[config.mk]
export PLATFORM = sky130hd
export DESIGN_NAME = video_bg_shifter
export DESIGN_NICKNAME = d
export VERILOG_FILES = /design/src/rtl/video_bg_shifter.sv
export SDC_FILE = /design/constraint.sdc
export NUM_CORES = 1
export LEC_CHECK = 0
export BUFFER_PORTS_ARGS = -buffer_cell sky130_fd_sc_hd__buf_2
export CAP_MARGIN = 20
export CORE_ASPECT_RATIO = 0.7
export CORE_MARGIN = 5
export CORE_UTILIZATION = 63
export DETAILED_ROUTE_END_ITERATION = 12
export PLACE_DENSITY = 0.84
export SLEW_MARGIN = 20
export SYNTH_ARGS = -nofsm -noshare
export SYNTH_HDL_FRONTEND = slang
export SYNTH_SLANG_ARGS = --single-unit
[constraint.sdc]
create_clock -name I_clock -period 3.8 [get_ports I_clock]
set_input_delay 0.38 -clock I_clock [delete_from_list [all_inputs] [get_ports I_clock]]
set_output_delay 0.38 -clock I_clock [all_outputs]
set_load 0.02 [all_outputs]
[src/rtl/video_bg_shifter.sv]
// Background pixel stage: tile latches, 16-bit pattern and 8-bit attribute shifters, fine-X pixel select.
// Optional VIDEO_BG_FINE_X_LATCH_EN: fine X is captured at each tile reload instead of being used live.
module video_bg_shifter (
  input  logic       I_clock,
  input  logic       I_reset,
  input  logic       I_dot_clk,
  input  logic [7:0] I_data,
  input  logic       I_latch_we,
  input  logic [1:0] I_latch_sel,
  input  logic       I_coarse_x1,
  input  logic       I_coarse_y1,
  input  logic       I_shift_en,
  input  logic       I_reload,
  input  logic [2:0] I_fine_x,
  output logic [7:0] O_tile_index,
  output logic [3:0] O_bg_color
);

  function automatic logic [1:0] attr_quadrant(input logic [7:0] data, input logic y1, input logic x1);
    logic [1:0] q;
    case ({y1, x1})
      2'b00:   q = data[1:0];
      2'b01:   q = data[3:2];
      2'b10:   q = data[5:4];
      2'b11:   q = data[7:6];
      default: q = 2'b00;
    endcase
    return q;
  endfunction

  // For a 3-bit fx, 15 - fx == {1'b1, ~fx} and 7 - fx == ~fx.
  function automatic logic [3:0] pixel_sel(input logic [15:0] pat_lo, input logic [15:0] pat_hi,
                                           input logic [7:0] attr_lo, input logic [7:0] attr_hi,
                                           input logic [2:0] fx);
    return {attr_hi[~fx], attr_lo[~fx], pat_hi[{1'b1, ~fx}], pat_lo[{1'b1, ~fx}]};
  endfunction

  logic [7:0]  nt_latch_r, nt_latch_s;
  logic [1:0]  attr_latch_r, attr_latch_s;
  logic [7:0]  pat_lo_latch_r, pat_lo_latch_s;
  logic [7:0]  pat_hi_latch_r, pat_hi_latch_s;
  logic [15:0] pat_lo_sh_r, pat_lo_sh_s;
  logic [15:0] pat_hi_sh_r, pat_hi_sh_s;
  logic [7:0]  attr_lo_sh_r, attr_lo_sh_s;
  logic [7:0]  attr_hi_sh_r, attr_hi_sh_s;
  logic        attr_bit_lo_r, attr_bit_lo_s;
  logic        attr_bit_hi_r, attr_bit_hi_s;
  logic [3:0]  bg_color_r, bg_color_s;
  logic [2:0]  fine_sel_s;

`ifdef VIDEO_BG_FINE_X_LATCH_EN
  logic [2:0] fine_x_r, fine_x_s;

  // Fine X capture at tile reload so mid-tile scroll writes cannot tear a tile
  always_comb begin
    fine_x_s = fine_x_r;
    if (I_dot_clk && I_reload) begin
      fine_x_s = I_fine_x;
    end else begin
      fine_x_s = fine_x_r;
    end
  end

  // Fine X register
  always_ff @(posedge I_clock or negedge I_reset) begin
    if (!I_reset) begin
      fine_x_r <= 3'd0;
    end else begin
      fine_x_r <= fine_x_s;
    end
  end

  assign fine_sel_s = fine_x_s;
`else
  assign fine_sel_s = I_fine_x;
`endif

  // Fetch latches: capture the memory byte into the selected latch
  always_comb begin
    nt_latch_s     = nt_latch_r;
    attr_latch_s   = attr_latch_r;
    pat_lo_latch_s = pat_lo_latch_r;
    pat_hi_latch_s = pat_hi_latch_r;
    if (I_dot_clk && I_latch_we) begin
      case (I_latch_sel)
        2'd0:    nt_latch_s     = I_data;
        2'd1:    attr_latch_s   = attr_quadrant(I_data, I_coarse_y1, I_coarse_x1);
        2'd2:    pat_lo_latch_s = I_data;
        2'd3:    pat_hi_latch_s = I_data;
        default: nt_latch_s     = nt_latch_r;
      endcase
    end else begin
      nt_latch_s = nt_latch_r;
    end
  end

  // Shifters: shift first, then a reload overwrites the low pattern byte with the pre-write latch
  always_comb begin
    pat_lo_sh_s   = pat_lo_sh_r;
    pat_hi_sh_s   = pat_hi_sh_r;
    attr_lo_sh_s  = attr_lo_sh_r;
    attr_hi_sh_s  = attr_hi_sh_r;
    attr_bit_lo_s = attr_bit_lo_r;
    attr_bit_hi_s = attr_bit_hi_r;
    if (I_dot_clk) begin
      if (I_shift_en) begin
        pat_lo_sh_s  = {pat_lo_sh_r[14:0], 1'b0};
        pat_hi_sh_s  = {pat_hi_sh_r[14:0], 1'b0};
        attr_lo_sh_s = {attr_lo_sh_r[6:0], attr_bit_lo_r};
        attr_hi_sh_s = {attr_hi_sh_r[6:0], attr_bit_hi_r};
      end else begin
        pat_lo_sh_s  = pat_lo_sh_r;
        pat_hi_sh_s  = pat_hi_sh_r;
        attr_lo_sh_s = attr_lo_sh_r;
        attr_hi_sh_s = attr_hi_sh_r;
      end
      if (I_reload) begin
        pat_lo_sh_s   = {pat_lo_sh_s[15:8], pat_lo_latch_r};
        pat_hi_sh_s   = {pat_hi_sh_s[15:8], pat_hi_latch_r};
        attr_bit_lo_s = attr_latch_r[0];
        attr_bit_hi_s = attr_latch_r[1];
      end else begin
        attr_bit_lo_s = attr_bit_lo_r;
        attr_bit_hi_s = attr_bit_hi_r;
      end
    end else begin
      attr_bit_lo_s = attr_bit_lo_r;
      attr_bit_hi_s = attr_bit_hi_r;
    end
  end

  // Pixel select from the post-update shifter contents; held between dot enables
  always_comb begin
    bg_color_s = bg_color_r;
    if (I_dot_clk) begin
      bg_color_s = pixel_sel(pat_lo_sh_s, pat_hi_sh_s, attr_lo_sh_s, attr_hi_sh_s, fine_sel_s);
    end else begin
      bg_color_s = bg_color_r;
    end
  end

  // State registers
  always_ff @(posedge I_clock or negedge I_reset) begin
    if (!I_reset) begin
      nt_latch_r     <= 8'h00;
      attr_latch_r   <= 2'b00;
      pat_lo_latch_r <= 8'h00;
      pat_hi_latch_r <= 8'h00;
      pat_lo_sh_r    <= 16'h0000;
      pat_hi_sh_r    <= 16'h0000;
      attr_lo_sh_r   <= 8'h00;
      attr_hi_sh_r   <= 8'h00;
      attr_bit_lo_r  <= 1'b0;
      attr_bit_hi_r  <= 1'b0;
      bg_color_r     <= 4'h0;
    end else begin
      nt_latch_r     <= nt_latch_s;
      attr_latch_r   <= attr_latch_s;
      pat_lo_latch_r <= pat_lo_latch_s;
      pat_hi_latch_r <= pat_hi_latch_s;
      pat_lo_sh_r    <= pat_lo_sh_s;
      pat_hi_sh_r    <= pat_hi_sh_s;
      attr_lo_sh_r   <= attr_lo_sh_s;
      attr_hi_sh_r   <= attr_hi_sh_s;
      attr_bit_lo_r  <= attr_bit_lo_s;
      attr_bit_hi_r  <= attr_bit_hi_s;
      bg_color_r     <= bg_color_s;
    end
  end

  assign O_tile_index = nt_latch_r;
  assign O_bg_color   = bg_color_r;

endmodule

**Yosys cells after proc, flatten, opt, wreduce, memory -nomap -nowiden**

Cells that the tools add are included.

- Memories: 0
- Latch bits: 0
- Logic and storage cells: 51
- Output and inout bits: 12
- Register bits: 80
- RAM bits: 0
- Input port bits: 21
- Bits in read-only memories: 0

- Div/mod/pow operators: 0
- Shift operators: 0
- Mux-type cells: 19
- Reduce and logical (&&, ||, !) cells: 10
- $add $sub $neg: 0
- $lt $le $gt $ge: 2
- Bitwise gates (word level): 1
- Multipliers: 0
- Equal/unequal tests: 6

Operators with widths:

| kind | count |
|---|---|
| $mux W16 | 4 |
| $mux W8 | 6 |
| $bmux W1 S3 | 4 |
| $reduce_and A2 Y1 | 6 |
| $eq A2 B2 Y1 const B | 4 |
| $pmux W2 S4 | 1 |
| $lt A4 B5 Y1 const B | 1 |
| $eq A2 B1 Y1 const B | 2 |
| $logic_not A2 Y1 | 2 |
| $lt A3 B4 Y1 const B | 1 |
| $mux W1 | 4 |
| $not A3 Y3 | 1 |
| $reduce_bool A2 Y1 | 1 |
| $logic_and A1 B1 Y1 | 1 |

**Depth between registers and ports, before layout**

Gate-level depths: netlist of the first run.

- Word-level depth: 5
- Mapped depth: 8
- Depth with buffers taken out: 5

**Worst setup path before layout of the first run**

No wires, ideal clock.

- Kind: input to register
- Start point: input port I_fine_x[0]
- End point: register bg_color_r[0], in the netlist O_bg_color[0]
- Library setup time: 126 ps
- Cell stages on the path: 7
- Setup slack: 2,189 ps
- Path buffers: 2
- Data required time: 3,674 ps
- Data arrival time: 1,485 ps
- Cell sequence: buf_4 buf_2 mux2i_1 nand2_1 a21oi_1 a31oi_1 a221o_1

- Cells in the longest elaborated chain, start to end: 3

RTL lines:

| item | line | source |
|---|---|---|
| from (decl) | 14 | `input logic [2:0] I_fine_x,` |
| $not A3 Y3 | 35 | `return {attr_hi[~fx], attr_lo[~fx], pat_hi[{1'b1, ~fx}], pat_lo[{1'b1, ~fx}]};` |
| $bmux W1 S3 | 35 |  |
| $mux W1 (not written as such) | 35 |  |
| to (signal assigned) | 167 | `bg_color_r <= bg_color_s;` |
| to (decl) | 48 | `logic [3:0] bg_color_r, bg_color_s;` |

No other way between the ends. The select of a mux whose other input is x is not followed.
A chain may end at the register's enable or synchronous reset.

**Final worst setup path of the first run**

- Start point: input port I_dot_clk
- End point: register bg_color_r[2], in the netlist O_bg_color[2]

- Cells in the longest elaborated chain, start to end: 3

RTL lines:

| item | line | source |
|---|---|---|
| from (decl) | 6 | `input logic I_dot_clk,` |
| $mux W8 | 105 | `if (I_dot_clk) begin` |
| $bmux W1 S3 | 35 |  |
| $mux W1 (not written as such) | 35 |  |

Parallel ways exist; a longest one is shown, timed or not. The select of a mux whose other input is x is not followed.

==> flow_summary.ini, run 1 <==
[placement]
place_hpwl_um = 4960
place_congestion = 0.797
portBuffers = 32
post_dp_cell_area_mm2 = 0.00381
placed_cells = 436

[hold_path]
holdPathEnd = pat_hi_latch_r[0]
hp-class = in2reg
holdPathStages = 2
worstHoldStart = I_data[0]

[pwr]
p_per_area_mw_per_mm2 = 548
irDropWorstVdd_v = 0.000325
p_leak_nw = 1.96

[floorplanning]
ioPinCount = 33
start_util_pct = 64.5
core_area_mm2 = 0.00567
die_area_mm2 = 0.00745
floorplan.rows = 23
die-height_um = 73.7
die_x_um = 101

[sta]
skew_ns = 0.00887
finalHoldViolations = 0
min_period_over_period_pct = 46.9
slew_violations = 0
tns_ns = 0
holdWs_ns = 0.309
fin_crit_ns = 1.78
fmaxAchievable_mhz = 562
tightest_slew_ns = 1.07
slew_headroom_pct = 28.5
setup_viol = 0
rsz0062_at_grt = no

[setup_path]
path_max_fanout = 51
r2r-start = attr_lo_sh_r[1]
crit_path_end_kind = flip-flop
startpoint_type = input port
worst-r2r-cell-count = 4
path_class = in2reg
r2r_end = O_bg_color[2]
cp.arrival_ns = 2.02
required_ns = 4.04
ff2ff_setup_slack_ns = 2.42

[clock_tree]
cts_tree = yes
cts_resized = 0
cts_setup_buffers = 0
cts.path.max_buffers = 2
cts-root-buf = clkbuf_8
h-tree-depth = 3
numCtsBuffers = 9
clock-sinks = 80
clk_latency_ns = 0.34
path_clk_slew_ns = 0.08
ctsHoldBuffers = 0

[logic_synthesis]
synth_edf_count = 0
synth_area_mm2 = 0.00366
syn_avg_cell_area_um2 = 10.5
async_flop_share_pct = 100
synth_seq_area_share_pct = 54.8
netlist_top_cells_area = dfrtp_1 (55%), nand2_1 (13%), mux2_2 (8.6%)
syn-instance-count = 349
synth-seq-cells = 80
synthDistinctLibCells = 32
synth_top_area_share_pct = 54.8
syn-num-nets = 370
yosysMostFrequentCell = nand2_1
netlist_top_cells_count = nand2_1 (124), dfrtp_1 (80), mux2_2 (28)
yosysTopAreaCell = dfrtp_1
ys_warn_count = 0
ys.flop_type = dfrtp_1

[global_route]
grt_antenna_before_repair = 0
grt_pass1_wl_um = 12700
grt-ovfl-total = 0
grt_max_degree = 81
track_usage_pct = 22.3
grt_pass1_vias = 2508

[drt]
num_vias = 2655
first_pass_iters = 4
routed_wl_um = 7510
drc = 0
drtIter0Drc = 220
routed_via_density = 5.87
routedWlPerCell_um = 16.6
drtAntennaViolNets = 0

[layout]
drive_above_1_share_pct = 22.3
final_area_mm2 = 0.00403
fillers = 400
regArea_mm2 = 0.00200
n_antenna_cell = 0
final_nets = 395
multi_input_area_mm2 = 0.00154
instances_no_fill = 452
area_growth_pct = 10.2

[job]
drv_cap = 0

[outcome]
status = complete, no violations
==> routing by layer <==
metal / global-route usage [%] / share of wire [%] / up-vias
met4: 5.60 / 1.3 / 0
met3: 6.55 / 6.0 / 13
met1: 34.2 / 50 / 1299
met5: 0 / 0 / -
met2: 31.2 / 43 / 73
li1: - / - / 1270
==> stage by stage <==
| step | setup WS (ns) | power, mW | util (%) |
|---|---|---|---|
| after CTS | 2.06 | 2.21 | 70.5 |
| after detailed placement | 1.68 | 1.61 | 67.2 |
| final | 2.02 | 2.21 | 71.1 |
| after floorplan | 2.19 | 1.47 | - |
| after global routing | 1.93 | 2.34 | 71.1 |
| after global placement | 1.72 | 1.59 | 67.2 |
==> worst max path at each step <==
stage	end	slack, ns	from
2_1_floorplan	O_bg_color[0]	2.19	I_fine_x[0]
3_3_place_gp	O_bg_color[2]	1.72	I_dot_clk
3_5_place_dp	O_bg_color[2]	1.68	I_dot_clk
4_1_cts	O_bg_color[2]	2.06	I_dot_clk
5_1_grt	O_bg_color[2]	1.93	I_dot_clk
6_report	O_bg_color[2]	2.02	I_dot_clk
==> registers in the layout (all words and copies together), names as in the netlist, 2 cells and up <==
signal	count
attr_hi_sh_r	8
pat_hi_latch_r	8
pat_lo_sh_r	16
attr_lo_sh_r	8
pat_hi_sh_r	16
O_tile_index	8
attr_latch_r	2
pat_lo_latch_r	8
O_bg_color	4
==> cell families after synthesis <==
| kind of cell | count (synthesis) | synth area share (%) |
|---|---|---|
| AOI/OAI and AO/OA | 63 | 12.5 |
| xor gates and xnor gates | 2 | 0.479 |
| muxes | 46 | 14.2 |
| buffers and inverters | 22 | 3.11 |
| and+or+nand+nor | 136 | 14.9 |
| DFF | 80 | 54.8 |
==> area by class of cell <==
| type | count | area share (%) |
|---|---|---|
| Clock inverter | 3 | 1.09 |
| Inverter | 1 | 0.0932 |
| Tap cell | 75 | 2.33 |
| Clock buffer | 11 | 3.51 |
| Sequential cell | 80 | 49.7 |
| Timing Repair Buffer | 35 | 4.97 |
| Multi-Input combinational cell | 247 | 38.3 |
==> power breakdown <==
part / switching, mW / internal, mW / total [mW]
clock: 0.287 / 0.315 / 0.602
combinational: 0.222 / 0.193 / 0.415
sequential: 0.148 / 1.04 / 1.19
total: 0.658 / 1.55 / 2.21
==> cells in the final DEF (no fill, tap or decap), types with 2 or more instances in the layout <==
cell type / netlist / layout
a31o_2: 2 / 2
a31o_1: 2 / 2
a21oi_1: 4 / 4
buf_2: 4 / 31
xnor2_1: 2 / 2
clkbuf_8: 0 / 10
dfrtp_1: 80 / 80
o21ai_0: 14 / 14
a31oi_1: 8 / 8
o221ai_1: 4 / 4
nand2_1: 124 / 124
a211oi_1: 4 / 4
a22oi_1: 14 / 14
buf_4: 3 / 2
a221o_1: 4 / 4
mux4_2: 2 / 2
or3_1: 4 / 4
mux2_2: 28 / 28
a221oi_2: 2 / 2
nor2_1: 2 / 2
a221oi_1: 2 / 2
a32o_1: 2 / 2
mux2i_1: 16 / 16
==> worst max-delay path, cell delays in order <==
cell	delay (ns)
buf_2	0.21
and2_4	0.51
nor2_1	0.21
a221oi_1	0.34
a211oi_1	0.09
a221o_1	0.27
Note: power is estimated with default switching activity, not from simulation.
==> run 2, diff against run 1 <==
--- a/config.mk
+++ b/config.mk
@@ -9,9 +9,9 @@
 export CAP_MARGIN = 20
 export CORE_ASPECT_RATIO = 0.7
 export CORE_MARGIN = 5
-export CORE_UTILIZATION = 63
+export CORE_UTILIZATION = 59
 export DETAILED_ROUTE_END_ITERATION = 12
-export PLACE_DENSITY = 0.84
+export PLACE_DENSITY = 0.79
 export SLEW_MARGIN = 20
 export SYNTH_ARGS = -nofsm -noshare
 export SYNTH_HDL_FRONTEND = slang
==> constraint.sdc (replaced) <==
create_clock -name I_clock -period 1.9 [get_ports I_clock]
set_input_delay 0.19 -clock I_clock [delete_from_list [all_inputs] [get_ports I_clock]]
set_output_delay 0.19 -clock I_clock [all_outputs]
set_load 0.02 [all_outputs]
==> flow_summary.ini, run 2 (synthesis results as in run 1) <==
[outcome]
status = complete, no violations

[setup_path]
worst-r2r-cell-count = 4
cp.arrival_ns = 1.60
startpoint_type = flip-flop
path_max_fanout = 4
crit_path_end_kind = flip-flop
worst-path-buf-inv = 0
slowest_delay_ns = 0.43
worstPathCellList = or3_1 -> o221ai_1 -> a211oi_1 -> a221o_1
critPathTopFamily = compound AO/OA/AOI/OAI gates
critPathSlowestCell = dfrtp_1
path_class = reg2reg
required_ns = 2.12
r2r_end = O_bg_color[2]
ff2ff_setup_slack_ns = 0.52
r2r-start = attr_lo_sh_r[1]

[sta]
rsz0062_at_grt = no
min_period_over_period_pct = 72.6
skew_ns = 0.00577
fmaxAchievable_mhz = 725
setup_viol = 0
tightest_slew_ns = 1.14
slew_headroom_pct = 23.2
slew_violations = 0
tns_ns = 0
finalHoldViolations = 0
fin_crit_ns = 1.38

[clock_tree]
h-tree-depth = 3
path_clk_slew_ns = 0.08
clock-sinks = 80
cts_tree = yes
cts.path.max_buffers = 2
cts_resized = 0
cts-root-buf = clkbuf_8
numCtsBuffers = 9
clk_latency_ns = 0.34

[pwr]
irDropWorstVdd_v = 0.000781
clock_power_share_pct = 30.9
p_leak_nw = 2.04
p_switching_mw = 1.37
p_total_mw = 4.68
combPwrFrac_pct = 18.2
p_per_area_mw_per_mm2 = 1120
switching_share_pct = 29.3
internal_power_mw = 3.31
pwr-share-seq_pct = 50.9

[floorplanning]
die_x_um = 104
start_util_pct = 59.7
floorplan.rows = 24
die-height_um = 75.9
core_area_mm2 = 0.00613
die_area_mm2 = 0.00790
ioPinCount = 33

[drt]
first_pass_iters = 6
routed_wl_um = 7830
routedWlPerCell_um = 16.8
num_vias = 2740
drc = 0
drtIter0Drc = 163
routed_via_density = 5.88
drtAntennaViolNets = 0

[placement]
placed_cells = 449
portBuffers = 32
place_congestion = 0.789
place_hpwl_um = 5530
post_dp_cell_area_mm2 = 0.00391

[layout]
n_antenna_cell = 0
multi_input_area_mm2 = 0.00154
area_growth_pct = 13.8
final_cell_mix = nand2_1 (124), dfrtp_1 (80), buf_2 (31), mux2_2 (28), mux2i_1 (16)
instances_no_fill = 466
final_nets = 404
fillers = 495
reg_top3 = pat_hi_sh_r: 16 flops, pat_lo_sh_r: 16 flops
layout_commonest_cell = nand2_1
drive_above_1_share_pct = 24.5
regArea_mm2 = 0.00200
final_area_mm2 = 0.00416
final_util_pct = 67.9

[job]
drv_cap = 0

[hold_path]
holdPathStages = 2
hp-class = in2reg
holdPathEnd = O_tile_index[0]
worstHoldStart = I_data[0]

[global_route]
grt-ovfl-total = 0
track_usage_pct = 20.9
grt_antenna_before_repair = 0
grt_max_degree = 39
grt_pass1_wl_um = 12800
grt_pass1_vias = 2558
-- run 2: cell types whose count changed in the layout (fill, tap and decap cells not counted), sizes merged --
cell / before / now
clkinv: 2 / 1
bufinv: 1 / 2
buf: 34 / 43
inv: 1 / 3
-- run 2: timing repair --
item | in CTS | in global routing
endpoints found under the hold margin | 26 | 0
setup endpoints to repair | 0 | 0
hold buffers | 1 | 0
setup buffers | 0 | 0
-- run 2: layer usage --
layer	global-route usage [%]	wire length [um]
met1	29.9	3710
met3	5.59	418
met2	31.9	3610
met5	0	0
met4	6.18	81
-- run 2: power groups by stage --
stage / combinational (mW) / sequential (mW) / clock, mW
finish: 0.854 / 2.38 / 1.45
global route: 0.957 / 2.43 / 1.56
CTS: 0.861 / 2.37 / 1.47
detailed placement: 0.854 / 2.41 / 0
global placement: 0.809 / 2.38 / 0
floorplan: 0.553 / 2.38 / 0
-- run 2: metrics by stage --
step / setup WS [ns] / hold slack (ns)
floorplan: 0.479 / -0.106
detailed placement: 0.181 / 0.137
finish: 0.520 / 0.142
CTS: 0.512 / 0.126
global placement: 0.254 / 0.129
global route: 0.418 / 0.114
-- run 2: layout make-up --
| cell class | count | area share, % |
|---|---|---|
| clock buffer | 11 | 3.64 |
| clock inverter | 5 | 2.07 |
| inverter | 1 | 0.0902 |
| multi-input combinational | 247 | 37.0 |
| sequential | 80 | 48.1 |
| tap | 78 | 2.35 |
| timing repair buffer | 44 | 6.73 |
-- run 2: worst max-delay path by stage --
stage                                from  cells after the start  slack (ns)            end
after floorplan               I_fine_x[0]                      7        0.48  O_bg_color[0]
after detailed placement      I_fine_x[0]                      5        0.18  O_bg_color[0]
after global placement        I_fine_x[0]                      5        0.25  O_bg_color[2]
after CTS                 attr_lo_sh_r[1]                      4        0.51  O_bg_color[2]
after global routing      attr_lo_sh_r[5]                      5        0.42  O_bg_color[2]
final                     attr_lo_sh_r[1]                      4        0.52  O_bg_color[2]
==> run 3, diff against run 2 <==
--- a/config.mk
+++ b/config.mk
@@ -5,13 +5,14 @@
 export SDC_FILE = /design/constraint.sdc
 export NUM_CORES = 1
 export LEC_CHECK = 0
+export ABC_AREA = 1
 export BUFFER_PORTS_ARGS = -buffer_cell sky130_fd_sc_hd__buf_2
 export CAP_MARGIN = 20
 export CORE_ASPECT_RATIO = 0.7
 export CORE_MARGIN = 5
-export CORE_UTILIZATION = 59
+export CORE_UTILIZATION = 53
 export DETAILED_ROUTE_END_ITERATION = 12
-export PLACE_DENSITY = 0.79
+export PLACE_DENSITY = 0.75
 export SLEW_MARGIN = 20
 export SYNTH_ARGS = -nofsm -noshare
 export SYNTH_HDL_FRONTEND = slang
==> constraint.sdc (replaced) <==
create_clock -name I_clock -period 1.21 [get_ports I_clock]
set_input_delay 0.121 -clock I_clock [delete_from_list [all_inputs] [get_ports I_clock]]
set_output_delay 0.121 -clock I_clock [all_outputs]
set_load 0.02 [all_outputs]
==> flow_summary.ini, run 3 <==
[floorplanning]
ioPinCount = 33
die_x_um = 110
die-height_um = 79.7
core_area_mm2 = 0.00676
die_area_mm2 = 0.00873
floorplan.rows = 25
start_util_pct = 54.4

[pwr]
internal_power_mw = 5.00
p_total_mw = 6.99
p_switching_mw = 1.99
p_leak_nw = 2.20
pwr-share-seq_pct = 49.1
p_per_area_mw_per_mm2 = 1660
clock_power_share_pct = 32.3
irDropWorstVdd_v = 0.000870
combPwrFrac_pct = 18.5
switching_share_pct = 28.4

[global_route]
grt-ovfl-total = 0
grt_pass1_wl_um = 14200
track_usage_pct = 21.0
grt_antenna_before_repair = 0
grt_max_degree = 81
grt_pass1_vias = 3040

[sta]
slew_violations = 0
holdWs_ns = 0.0129
tns_ns = 0
skew_ns = 0.00564
min_period_over_period_pct = 87.3
finalHoldViolations = 0
slew_headroom_pct = 72.8
fmaxAchievable_mhz = 946
setup_viol = 0
fin_crit_ns = 1.06
tightest_slew_ns = 0.408
setup_ws_ns = 0.153
rsz0062_at_grt = no

[drt]
drtIter0Drc = 282
routed_wl_um = 8080
num_vias = 3112
drc = 0
first_pass_iters = 5
routed_via_density = 5.49
routedWlPerCell_um = 14.2
drtAntennaViolNets = 0

[logic_synthesis]
syn_avg_cell_area_um2 = 8.51
synth_edf_count = 0
yosysMostFrequentCell = nand2_1
synth-seq-cells = 80
synthDistinctLibCells = 21
syn-num-nets = 453
netlist_top_cells_count = nand2_1 (118), nand3_1 (103), dfrtp_1 (80)
synth_area_mm2 = 0.00368
syn-instance-count = 432
async_flop_share_pct = 100
netlist_top_cells_area = dfrtp_1 (54%), nand3_1 (14%), nand2_1 (12%)
yosysTopAreaCell = dfrtp_1
ys_warn_count = 0
synth_seq_area_share_pct = 54.4
ys.flop_type = dfrtp_1
synth_top_area_share_pct = 54.4

[clock_tree]
clk_latency_ns = 0.35
cts_tree = yes
cts-root-buf = clkbuf_8
clock-sinks = 80
cts_setup_buffers = 0
cts.path.max_buffers = 2
h-tree-depth = 3
numCtsBuffers = 9
path_clk_slew_ns = 0.08

[job]
drv_cap = 0

[setup_path]
critPathTopFamily = flip-flops
worst-path-buf-inv = 1
worst-r2r-cell-count = 6
required_ns = 1.09
slowest_delay_ns = 0.41
ff2ff_setup_slack_ns = 0.19
cp_num_cells = 1
cp.arrival_ns = 0.94
worstPathCellList = buf_2
crit_path_end_kind = output port
path_class = reg2out
path_max_fanout = 2
startpoint_type = flip-flop
critPathSlowestCell = dfrtp_1

[layout]
final_cell_mix = nand2_1 (118), nand3_1 (103), dfrtp_1 (80), inv_1 (35), buf_2 (31)
final_nets = 489
instances_no_fill = 567
area_growth_pct = 14.3
final_area_mm2 = 0.00420
layout_commonest_cell = nand2_1
drive_above_1_share_pct = 14.6
reg_top3 = pat_hi_sh_r: 16 flops, pat_lo_sh_r: 16 flops
n_antenna_cell = 0
final_util_pct = 62.2

[placement]
portBuffers = 32
post_dp_cell_area_mm2 = 0.00395
placed_cells = 549
dp_slack_ns = 0.0358
place_hpwl_um = 5400
place_congestion = 0.830

[hold_path]
holdPathStages = 3
hp-class = in2reg

[outcome]
status = complete, no violations
## run 3: layout make-up
class,count,area [um^2]
well taps,94,118
multi-input cells,293,1370
clock buffers,14,173
clock inverters,2,60.1
repair buffers,48,350
flip-flops and latches,80,2000
fillers,576,2550
inverters,36,135
## run 3: worst reg2reg max path: cells and delay by family (launching register included)
| family | cells | cell delay (ns) |
|---|---|---|
| AND/OR/NAND/NOR | 6 | 0.50 |
| flip-flops | 1 | 0.40 |
## run 3: per-layer routing
layer  GRT usage, %  share of wire, %  vias to the layer above
li1               -                 -                     1500
met1           31.2                49                     1476
met2           29.0                42                      121
met3           6.55               7.7                       15
met4           6.97               1.4                        0
met5              0                 0                        -
## run 3: final timing paths
kind,to,from
max in group asynchronous,pat_lo_sh_r[8],I_reset
min in group asynchronous,O_tile_index[5],I_reset
min,pat_hi_latch_r[2],I_data[2]
max reg2reg,O_bg_color[2],attr_lo_sh_r[5]
min reg2reg,attr_hi_sh_r[7],attr_hi_sh_r[7]
max,O_bg_color[3],O_bg_color[3]
## run 3: repair_timing
item | CTS | global route
hold buffers | 2 | 0
setup endpoints to repair | 0 | 0
endpoints found under the hold margin | 81 | 0
resized for setup | 0 | 0
## run 3: power by group through the flow
stage | combinational (mW) | clock (mW) | sequential, mW
finish | 1.30 | 2.26 | 3.43
global route | 1.49 | 2.41 | 3.50
CTS | 1.30 | 2.30 | 3.43
detailed placement | 1.29 | 0 | 3.47
global placement | 1.25 | 0 | 3.47
floorplan | 0.824 | 0 | 3.50
## run 3: cells by family (layout without fill, tap and decap cells)
| kind of cell | count (synthesis) | in the layout | synth area share [%] |
|---|---|---|---|
| and+or+nand+nor | 239 | 239 | 28.9 |
| buffers and inverters | 59 | 100 | 8.40 |
| AOI/OAI and AO/OA | 54 | 54 | 8.23 |
| DFF | 80 | 80 | 54.4 |
